## src/rtl/note_sequencer_pkg.sv

```systemverilog
// Shared types and constants for the note sequencer.
// Entry layout: [22:21] duty, [20:17] volume, [16:6] period, [5:0] duration.
package note_sequencer_pkg;

   typedef enum logic [1:0] {
      IDLE,
      FETCH,
      PLAY,
      HOST
   } seq_state_e;

   localparam int ENTRY_W  = 23;
   localparam int DUTY_LSB = 21;
   localparam int DUTY_W   = 2;
   localparam int VOL_LSB  = 17;
   localparam int VOL_W    = 4;
   localparam int PER_LSB  = 6;
   localparam int PER_W    = 11;
   localparam int DUR_LSB  = 0;
   localparam int DUR_W    = 6;

   typedef logic [ENTRY_W-1:0] entry_t;

   // Reset value of reg_4000: duty 0, halt+constant flags set, volume 0.
   localparam logic [7:0] MUTE_4000 = 8'h30;

   function automatic logic [DUTY_W-1:0] ent_duty(entry_t e);
      return e[DUTY_LSB +: DUTY_W];
   endfunction

   function automatic logic [VOL_W-1:0] ent_vol(entry_t e);
      return e[VOL_LSB +: VOL_W];
   endfunction

   function automatic logic [PER_W-1:0] ent_per(entry_t e);
      return e[PER_LSB +: PER_W];
   endfunction

   function automatic logic [DUR_W-1:0] ent_dur(entry_t e);
      return e[DUR_LSB +: DUR_W];
   endfunction

   // Silence the channel: clear volume, keep duty and flags.
   function automatic logic [7:0] mute_4000(logic [7:0] r);
      return {r[7:4], 4'h0};
   endfunction

endpackage

```

## src/rtl/note_sequencer_seq_table.sv

```systemverilog
// Pattern table: synchronous write, registered read.
// A read and write of the same address in one cycle returns the old entry.
module seq_table
   import note_sequencer_pkg::*;
#(
   parameter int STEPS = 16,
   localparam int AW = $clog2(STEPS)
) (
   input  logic          clk,
   input  logic          we,
   input  logic [AW-1:0] waddr,
   input  logic [ENTRY_W-1:0] wdata,
   input  logic [AW-1:0] raddr,
   output logic [ENTRY_W-1:0] rdata
);

   entry_t mem [STEPS];

   // Storage write and registered read; no reset so contents survive rst_n.
   always_ff @(posedge clk) begin
      if (we) begin
         mem[waddr] <= wdata;
      end
      rdata <= mem[raddr];
   end

endmodule

```

## src/rtl/note_sequencer.sv

```systemverilog
// Frame-ticked note sequencer driving the APU rectangle registers.
// Define NOTE_SEQUENCER_HOST_OVERRIDE_EN to let the UART host take over.
module note_sequencer
   import note_sequencer_pkg::*;
#(
   parameter int STEPS = 16,
   localparam int AW = $clog2(STEPS)
) (
   input  logic          clk,
   input  logic          rst_n,
   input  logic          tick,
   input  logic          start,
   input  logic          stop,
   input  logic          loop,
   input  logic          tbl_we,
   input  logic [AW-1:0] tbl_addr,
   input  logic [ENTRY_W-1:0] tbl_data,
   input  logic [31:0]   host_regs,
   input  logic          host_change,
   input  logic          host_release,
   output logic [7:0]    reg_4000,
   output logic [7:0]    reg_4001,
   output logic [7:0]    reg_4002,
   output logic [7:0]    reg_4003,
   output logic          reg_change,
   output logic          busy,
   output logic [AW-1:0] step
);

   seq_state_e state_q, state_d;
   logic [AW-1:0] step_q, step_d;
   logic [DUR_W-1:0] cnt_q, cnt_d;
   logic [7:0] r0_q, r0_d;
   logic [7:0] r1_q, r1_d;
   logic [7:0] r2_q, r2_d;
   logic [7:0] r3_q, r3_d;
   logic chg_q, chg_d;
   entry_t rd_data;
   logic [PER_W-1:0] per;

`ifdef NOTE_SEQUENCER_HOST_OVERRIDE_EN
   seq_state_e prev_q, prev_d;
`else
   logic unused_host;
   assign unused_host = ^{host_regs, host_change, host_release};
`endif

   // The read address follows the next step so the entry is ready in FETCH.
   seq_table #(.STEPS(STEPS)) u_table (
      .clk   (clk),
      .we    (tbl_we),
      .waddr (tbl_addr),
      .wdata (tbl_data),
      .raddr (step_d),
      .rdata (rd_data)
   );

   assign per = ent_per(rd_data);

   // Next-state, step/counter and register image.
   always_comb begin
      state_d = state_q;
      step_d  = step_q;
      cnt_d   = cnt_q;
      r0_d    = r0_q;
      r1_d    = r1_q;
      r2_d    = r2_q;
      r3_d    = r3_q;
      chg_d   = 1'b0;
`ifdef NOTE_SEQUENCER_HOST_OVERRIDE_EN
      prev_d  = prev_q;
`endif
      if (stop) begin
         state_d = IDLE;
         r0_d    = mute_4000(r0_q);
         chg_d   = 1'b1;
      end
`ifdef NOTE_SEQUENCER_HOST_OVERRIDE_EN
      else if (host_change && state_q != HOST) begin
         prev_d  = state_q;
         state_d = HOST;
         {r3_d, r2_d, r1_d, r0_d} = host_regs;
         chg_d   = 1'b1;
      end
`endif
      else begin
         unique case (state_q)
            IDLE: begin
               if (start) begin
                  state_d = FETCH;
                  step_d  = '0;
               end
            end
            FETCH: begin
               if (ent_dur(rd_data) != '0) begin
                  state_d = PLAY;
                  cnt_d   = ent_dur(rd_data);
                  r0_d    = {ent_duty(rd_data), 2'b11,
                             ent_vol(rd_data)};
                  r1_d    = 8'h00;
                  r2_d    = per[7:0];
                  r3_d    = {5'b0, per[10:8]};
                  chg_d   = 1'b1;
               end else if (loop && step_q != '0) begin
                  step_d = '0;
               end else begin
                  state_d = IDLE;
                  r0_d    = mute_4000(r0_q);
                  chg_d   = 1'b1;
               end
            end
            PLAY: begin
               if (tick) begin
                  cnt_d = cnt_q - 1'b1;
                  if (cnt_q == DUR_W'(1)) begin
                     state_d = FETCH;
                     step_d  = step_q + 1'b1;
                  end
               end
            end
`ifdef NOTE_SEQUENCER_HOST_OVERRIDE_EN
            HOST: begin
               if (host_change) begin
                  {r3_d, r2_d, r1_d, r0_d} = host_regs;
                  chg_d = 1'b1;
               end else if (host_release) begin
                  state_d = (prev_q == PLAY) ? FETCH : prev_q;
               end
            end
`endif
            default: state_d = IDLE;
         endcase
      end
   end

   // State and output registers, synchronous active-low reset.
   always_ff @(posedge clk) begin
      if (!rst_n) begin
         state_q <= IDLE;
         step_q  <= '0;
         cnt_q   <= '0;
         r0_q    <= MUTE_4000;
         r1_q    <= 8'h00;
         r2_q    <= 8'h00;
         r3_q    <= 8'h00;
         chg_q   <= 1'b0;
`ifdef NOTE_SEQUENCER_HOST_OVERRIDE_EN
         prev_q  <= IDLE;
`endif
      end else begin
         state_q <= state_d;
         step_q  <= step_d;
         cnt_q   <= cnt_d;
         r0_q    <= r0_d;
         r1_q    <= r1_d;
         r2_q    <= r2_d;
         r3_q    <= r3_d;
         chg_q   <= chg_d;
`ifdef NOTE_SEQUENCER_HOST_OVERRIDE_EN
         prev_q  <= prev_d;
`endif
      end
   end

   assign reg_4000   = r0_q;
   assign reg_4001   = r1_q;
   assign reg_4002   = r2_q;
   assign reg_4003   = r3_q;
   assign reg_change = chg_q;
   assign busy       = (state_q != IDLE);
   assign step       = step_q;

endmodule

```

## config.mk

```make
export PLATFORM = sky130hd
export DESIGN_NAME = note_sequencer
export DESIGN_NICKNAME = d
export VERILOG_FILES = /design/src/rtl/note_sequencer_pkg.sv /design/src/rtl/note_sequencer_seq_table.sv /design/src/rtl/note_sequencer.sv
export SDC_FILE = /design/constraint.sdc
export NUM_CORES = 1
export LEC_CHECK = 0
export BUFFER_PORTS_ARGS = -buffer_cell sky130_fd_sc_hd__clkbuf_2
export CAP_MARGIN = 40
export CORE_UTILIZATION = 54
export CTS_CLUSTER_SIZE = 40
export DETAILED_ROUTE_END_ITERATION = 10
export GPL_TIMING_DRIVEN = 0
export PLACE_DENSITY_LB_ADDON = 0.25
export SYNTH_ARGS = -nofsm -noshare
export SYNTH_HDL_FRONTEND = slang
export SYNTH_HIERARCHICAL = 1
export SYNTH_SLANG_ARGS = --single-unit
```

## constraint.sdc

```tcl
create_clock -name clk -period 2.6 [get_ports clk]
set_input_delay 0.13 -clock clk [delete_from_list [all_inputs] [get_ports clk]]
set_output_delay 0.13 -clock clk [all_outputs]
set_load 0.05 [all_outputs]
```

## Word level (Yosys, flattened, before mapping)

Memory sizes are Yosys's and may differ from the RTL's. A register that Yosys moved wholly into a read port is not among the register bits.
Cells that the tools add are included.

- Bits of input ports: 68
- Bits in writable memories: 368
- Memories: 1
- Output and inout port bits: 38
- Bits in registers: 32
- Logic and storage cells: 57

- Reduce and logical (&&, ||, !) cells: 11
- Equality and inequality tests: 9
- Bitwise logic cells: 2
- Multiplexer cells: 24
- $add $sub $neg: 2

Memory list:

| name | depth | width | rd ports | clocked after Yosys merged registers in | write ports | RTL line | source |
|---|---|---|---|---|---|---|---|
| u_table.mem | 16 | 23 | 1 | 1 | 1 | note_sequencer_seq_table.sv:17 | `entry_t mem [STEPS];` |

Operator list:

| kind | number |
|---|---|
| $mux 4 | 7 |
| $mux 6 | 2 |
| $pmux 4 s3 | 1 |
| $pmux 6 s2 | 1 |
| $mux 2 | 5 |
| $ne 2x2->1 const B | 5 |
| $mux 8 | 1 |
| $reduce_and 4->1 | 2 |
| $eq 6x1->1 const B | 1 |
| $mux 1 | 6 |
| $pmux 2 s3 | 1 |
| $reduce_bool 6->1 | 1 |
| $sub 6x1->6 const B | 1 |
| $add 4x1->4 const B | 1 |
| $reduce_bool 2->1 | 2 |
| $reduce_bool 4->1 | 1 |
| $ne 3x3->1 const B | 1 |
| $reduce_and 3->1 | 1 |
| $eq 2x1->1 const B | 1 |
| $eq 2x2->1 const B | 1 |
| $logic_not 2->1 | 1 |
| $not 1->1 | 2 |
| $reduce_and 2->1 | 1 |
| $reduce_or 2->1 | 1 |
| $logic_and 1x1->1 | 1 |

## Depth between registers and ports, before layout

- Depth after elaboration: 6
- Mapped depth: 12
- Gate-level depth less buffers: 9

## Modules after synthesis

Netlist, hierarchy kept.

Modules (own cells, without submodules):

| module | cells each | area an instance (µm²) | seq. area each (µm²) | times used |
|---|---|---|---|---|
| seq_table | 608 | 14308.7 | 11511.0 | 1 |
| note_sequencer | 201 | 1739.2 | 620.6 | 1 |

## Worst setup path before layout

No wires, ideal clock.

- Kind: flip-flop to flip-flop
- From: register step_q[0], in the netlist step[0]
- To: register u_table.rdata[10], read port of u_table.mem
- Buffers on the path: 2
- Cell stages (with the launch flop): 11
- Library setup time: 0.120 ns
- Data arrival time: 2.638 ns
- Period minus slack after synthesis: 2.758 ns
- Required time: 2.480 ns
- Slack: -0.158 ns
- Cell sequence: dfxtp_1 inv_1 ha_1 nor3b_1 o41ai_4 a41oi_2 buf_4 buf_4 mux4_2 a22oi_1 nand2_1

- Word-level cells in the longest chain between the ends: 6
- Elaborated cells between the ends (all ways): 10
- Those cells by class: add/sub: 1; mux: 7; reduce/logical: 2

RTL lines:

| what | RTL line | source |
|---|---|---|
| start, declared | note_sequencer.sv:31 | `logic [AW-1:0] step_q, step_d;` |
| start signal, assigned | note_sequencer.sv:152 | `step_q <= step_d;` |
| parallel branches: the longest is 5 deep, another holds $add 4x1->4 | - |  |
| $mux 4 (*) | note_sequencer.sv:73 | `if (stop) begin` |
| named net step_d[0] | note_sequencer.sv:31 |  |
| end, declared | note_sequencer_seq_table.sv:14 | `output logic [ENTRY_W-1:0] rdata` |

Mark *: on every way through the listed nets, which the timed path passes.
A chain may end at the register's enable or synchronous reset.

## Worst setup path in the final report

- From: register u_table.rdata[1], read port of u_table.mem
- To: register u_table.rdata[11], read port of u_table.mem

- Word-level cells in the longest chain between the ends: 4

RTL lines:

| what | RTL line | source |
|---|---|---|
| $reduce_bool 6->1 | note_sequencer.sv:95 | `if (ent_dur(rd_data) != '0) begin` |
| $mux 4 | note_sequencer.sv:95 |  |
| $pmux 4 s3 | note_sequencer.sv:87 | `unique case (state_q)` |
| $mux 4 | note_sequencer.sv:73 |  |
| named net step_d[0] | note_sequencer.sv:31 |  |

The timed path passes the listed nets, and every way through them passes these cells.

==> key figures <==
Power and ir drop
  • Cell area power density: between 700 and 800 nW/um^2
  • Leakage power of the design: around 6.4 nW
  • PnR Total Power: 14.1 mW
  • Peak ir drop on the vdd network: 0.573 mV

Critical path
  • Worst path cell trace: or4_4 -> o41ai_4 -> a41oi_2 -> buf_4 -> buf_12 -> buf_12 -> buf_12 -> mux4_2 -> a22oi_2 -> nand2_2
  • Startpoint types: register
  • WP data required: around 3 ns
  • CP endpoint kind: register
  • Data arrival time of the critical path: 3.28 ns
  • Worst setup path class: reg2reg
  • Library cell contributing the largest single delay on the critical path: sky130_fd_sc_hd__or4_4
  • Critical path fanouts, max: 6
  • Crit path buf inv count: 4
  • Cell type group with the largest total delay on the critical path: compound AO/OA/AOI/OAI gates
  • Most Frequent Cell on Critical Path: sky130_fd_sc_hd__buf_12
  • Largest stage delay on the critical path: 0.57 ns

Final layout
  • Storage element area: ~12000 sq um
  • Commonest cells after routing, fill and taps aside: 368 x sky130_fd_sc_hd__edfxtp_1, 92 x sky130_fd_sc_hd__mux4_2, 58 x sky130_fd_sc_hd__clkbuf_2
  • Antenna fix cells: 0
  • Share of post-route cells with drive strength above 1: 0.387
  • Cell Count, Final, Fillers Out: 1395
  • Leading cell type in the layout, fill and taps excluded: sky130_fd_sc_hd__edfxtp_1
  • Area of all placed cells without fillers: about 20000 sq um
  • Area of the multi-input gates: 4000 sq um
  • Fillers: 1843
  • Area added between synthesis and finish: 22.8%
  • Number of nets in the final layout: 1057

Synth
  • Yosys warns: 6
  • Flip-flop and latch count after synthesis: 422
  • Netlist cell types: 54
  • Primary flip-flop cell chosen by synthesis mapping: sky130_fd_sc_hd__edfxtp_1
  • Syn avg cell area: 19.8 sq um
  • Share of the yosys chip area belonging to registers: 0.756
  • Fraction of post-synthesis cell area in the top cell type by area: 0.689
  • Number of synthesized flops with an enable pin: 368
  • Fraction of synthesis flops using an asynchronous set or reset pin: 0
  • Post-synthesis cell area: around 16000 sq um
  • Library cell occupying the most area in the post-synthesis netlist: sky130_fd_sc_hd__edfxtp_1
  • Ranking of synthesized cells by area: sky130_fd_sc_hd__edfxtp_1 69%, sky130_fd_sc_hd__mux4_2 13%, sky130_fd_sc_hd__dfxtp_1 6.7%
  • Synthesized instance count: ~810

Clock tree
  • Register clock-pin slew on the reported worst setup and hold paths: 0.06 ns
  • # H-tree levels: 2
  • CTS root buffer: sky130_fd_sc_hd__clkbuf_16
  • Count of clock tree sinks: ~420
  • Clock latency reported for the late side of the worst-skew pair: roughly 0.54 ns
  • TritonCTS clock tree: built
  • Maximum buffer depth of the clock tree: 3
  • CTS Buf Count: 43

STA
  • Share of the clock period used by the worst path after layout: 1.11
  • Shortest clock period the worst path allows after layout: 2.88 ns
  • Final hold violation count: 0
  • Count of pins over their slew limit: 0
  • Tightest Pin Transition: 0.886 ns
  • Final worst clock skew: 0.0168 ns
  • Count of endpoints failing setup in the final report: 23
  • Max-slew headroom at the worst pin: 0.408
  • Maximum achievable frequency: 0.347 GHz
  • Final Worst Setup Slack: -0.279 ns
  • Unrepaired setup endpoints after global routing: true

Routing
  • Iteration count of the initial detailed-routing pass: 5
  • Total Wirelength: 35.9 mm
  • Count of nets left with antenna violations after detail routing: 0
  • Vias per cell: 6.14
  • Total number of vias: 8563
  • DRC violations left: 0
  • Violation count after the first detailed-route iteration: 847
  • Routed wire per std cell: 25.7 microns

Floorplanning
  • Die height: 174 microns
  • Boundary Pins: 106
  • DIE AREA: 30400 sq um
  • Standard-cell row count: 62
  • Initial cell density of the core: 0.555
  • Width of the die: 174 microns
  • Core Area: between 20000 and 30000 sq um

Global routing
  • Via count of the first global-routing pass: 8730
  • First-pass GRT wire length: 53.8 mm
  • Global-route congestion overflow total: 0
  • Largest net degree at the start of global routing: 24
  • All-Layer GR Usage: 0.245
  • Initial antenna violation count: 0

Place
  • Final Wtd Congestion: about 0.83
  • Port-buffer cells: 58
  • Cell count after placement: 1285
  • Post-place instance area: about 17000 sq um
  • Detailed Place HPWL: 21.5 mm

Flow run
  • Count of maximum capacitance violations: 0

Min path
  • Type of the worst min-delay path: in2reg

Outcome
  • Status: finished, violations left
  • Failing checks: setup timing
-- final timing paths --
check	start	endpoint	slack [ns]	cells after the start
setup / recovery	u_table/rdata[1]$_DFF_P_	u_table/rdata[11]$_DFF_P_	-0.28	10
hold reg to reg	u_table/rdata[20]$_DFF_P_	reg_4000[3]$_SDFFE_PP0P_	0.45	1
setup reg to reg	u_table/rdata[1]$_DFF_P_	u_table/rdata[11]$_DFF_P_	-0.28	10
hold / removal	tbl_data[18]	u_table/mem[9][18]$_DFFE_PP_	0.005	1
-- metrics by stage --
| step | hold WS, ns | worst slack [ns] | TNS (ns) | util |
|---|---|---|---|---|
| floorplan | 0.229 | 0.0168 | 0 | - |
| global placement | 0.428 | -1.68 | -246.82 | 0.583 |
| detailed placement | 0.437 | -1.01 | -20.77 | 0.600 |
| CTS | 0.00144 | -0.263 | -5.16 | 0.674 |
| global route | 0.0292 | -0.354 | -7.21 | 0.681 |
| finish | 0.00475 | -0.279 | -5.44 | 0.681 |
-- layout make-up --
| type | instances | area share |
|---|---|---|
| Sequential cell | 422 | 0.616 |
| Buffer | 52 | 0.0262 |
| Clock inverter | 15 | 0.00915 |
| Timing Repair Buffer | 116 | 0.0561 |
| Clock buffer | 60 | 0.0626 |
| Inverter | 13 | 0.00248 |
| Tap cell | 384 | 0.0244 |
| Multi-Input combinational cell | 333 | 0.203 |
-- cell families (layout without fill, tap and decap cells) --
logic type / Yosys count / in the layout / share of synthesized area
compound gates: 102 / 102 / 0.0485
fa+ha+maj: 8 / 8 / 0.00624
buf+inv: 66 / 256 / 0.0221
flops: 422 / 422 / 0.756
mux: 94 / 94 / 0.130
other cells: 1 / 13 / 0.000234
simple gates: 116 / 116 / 0.0365
-- registers in the layout, indices dropped and copies added (netlist names) --
register and flops:
reg_4000 7, reg_4003 3, u_table/mem 368, reg_4002 8, cnt_q 6, reg_change 1
step 4, state_q 2, u_table/rdata 23
-- Yosys cell counts, types with 2 or more instances --
library cell	n
sky130_fd_sc_hd__nor3b_1	4
sky130_fd_sc_hd__nor2_1	21
sky130_fd_sc_hd__or2_2	2
sky130_fd_sc_hd__a22o_1	4
sky130_fd_sc_hd__a31oi_1	2
sky130_fd_sc_hd__nor4_1	2
sky130_fd_sc_hd__a211oi_1	4
sky130_fd_sc_hd__nand2b_1	3
sky130_fd_sc_hd__a41oi_1	4
sky130_fd_sc_hd__inv_1	13
sky130_fd_sc_hd__o311ai_0	2
sky130_fd_sc_hd__a211o_1	2
sky130_fd_sc_hd__a21oi_1	2
sky130_fd_sc_hd__buf_6	4
sky130_fd_sc_hd__ha_1	8
sky130_fd_sc_hd__buf_1	7
sky130_fd_sc_hd__buf_2	5
sky130_fd_sc_hd__nand3b_1	2
sky130_fd_sc_hd__nand3_1	14
sky130_fd_sc_hd__mux4_2	92
sky130_fd_sc_hd__buf_4	19
sky130_fd_sc_hd__a22oi_1	47
sky130_fd_sc_hd__nor3_1	8
sky130_fd_sc_hd__dfxtp_1	54
sky130_fd_sc_hd__edfxtp_1	368
sky130_fd_sc_hd__clkbuf_1	18
sky130_fd_sc_hd__o21ai_0	16
sky130_fd_sc_hd__o2bb2ai_1	2
sky130_fd_sc_hd__o31ai_1	5
sky130_fd_sc_hd__nor2b_1	3
sky130_fd_sc_hd__or3b_2	2
sky130_fd_sc_hd__nand2_1	43
sky130_fd_sc_hd__and2_1	4
sky130_fd_sc_hd__o311a_1	2
sky130_fd_sc_hd__a21boi_0	2
-- where the power goes --
| group | switching, mW | total (mW) | internal, mW |
|---|---|---|---|
| clock network | 2.43 | 6.13 | 3.70 |
| logic | 0.311 | 0.455 | 0.144 |
| registers | 0.0410 | 7.54 | 7.50 |
-- per-layer routing --
| metal | GRT usage | part of all wire |
|---|---|---|
| met1 | 0.343 | 0.41 |
| met2 | 0.389 | 0.48 |
| met3 | 0.0431 | 0.079 |
| met4 | 0.0910 | 0.027 |
| met5 | 0 | 0 |
-- what timing repair did --
action,4_1_cts,5_1_grt
hold buffers,8,0
endpoints found under the setup margin,23,23
gates cloned,7,0
pin swaps,28,15
gates resized for setup,112,34
hold endpoints to repair,68,0
setup buffers,13,9
Note: power is estimated with default switching activity, not from simulation.
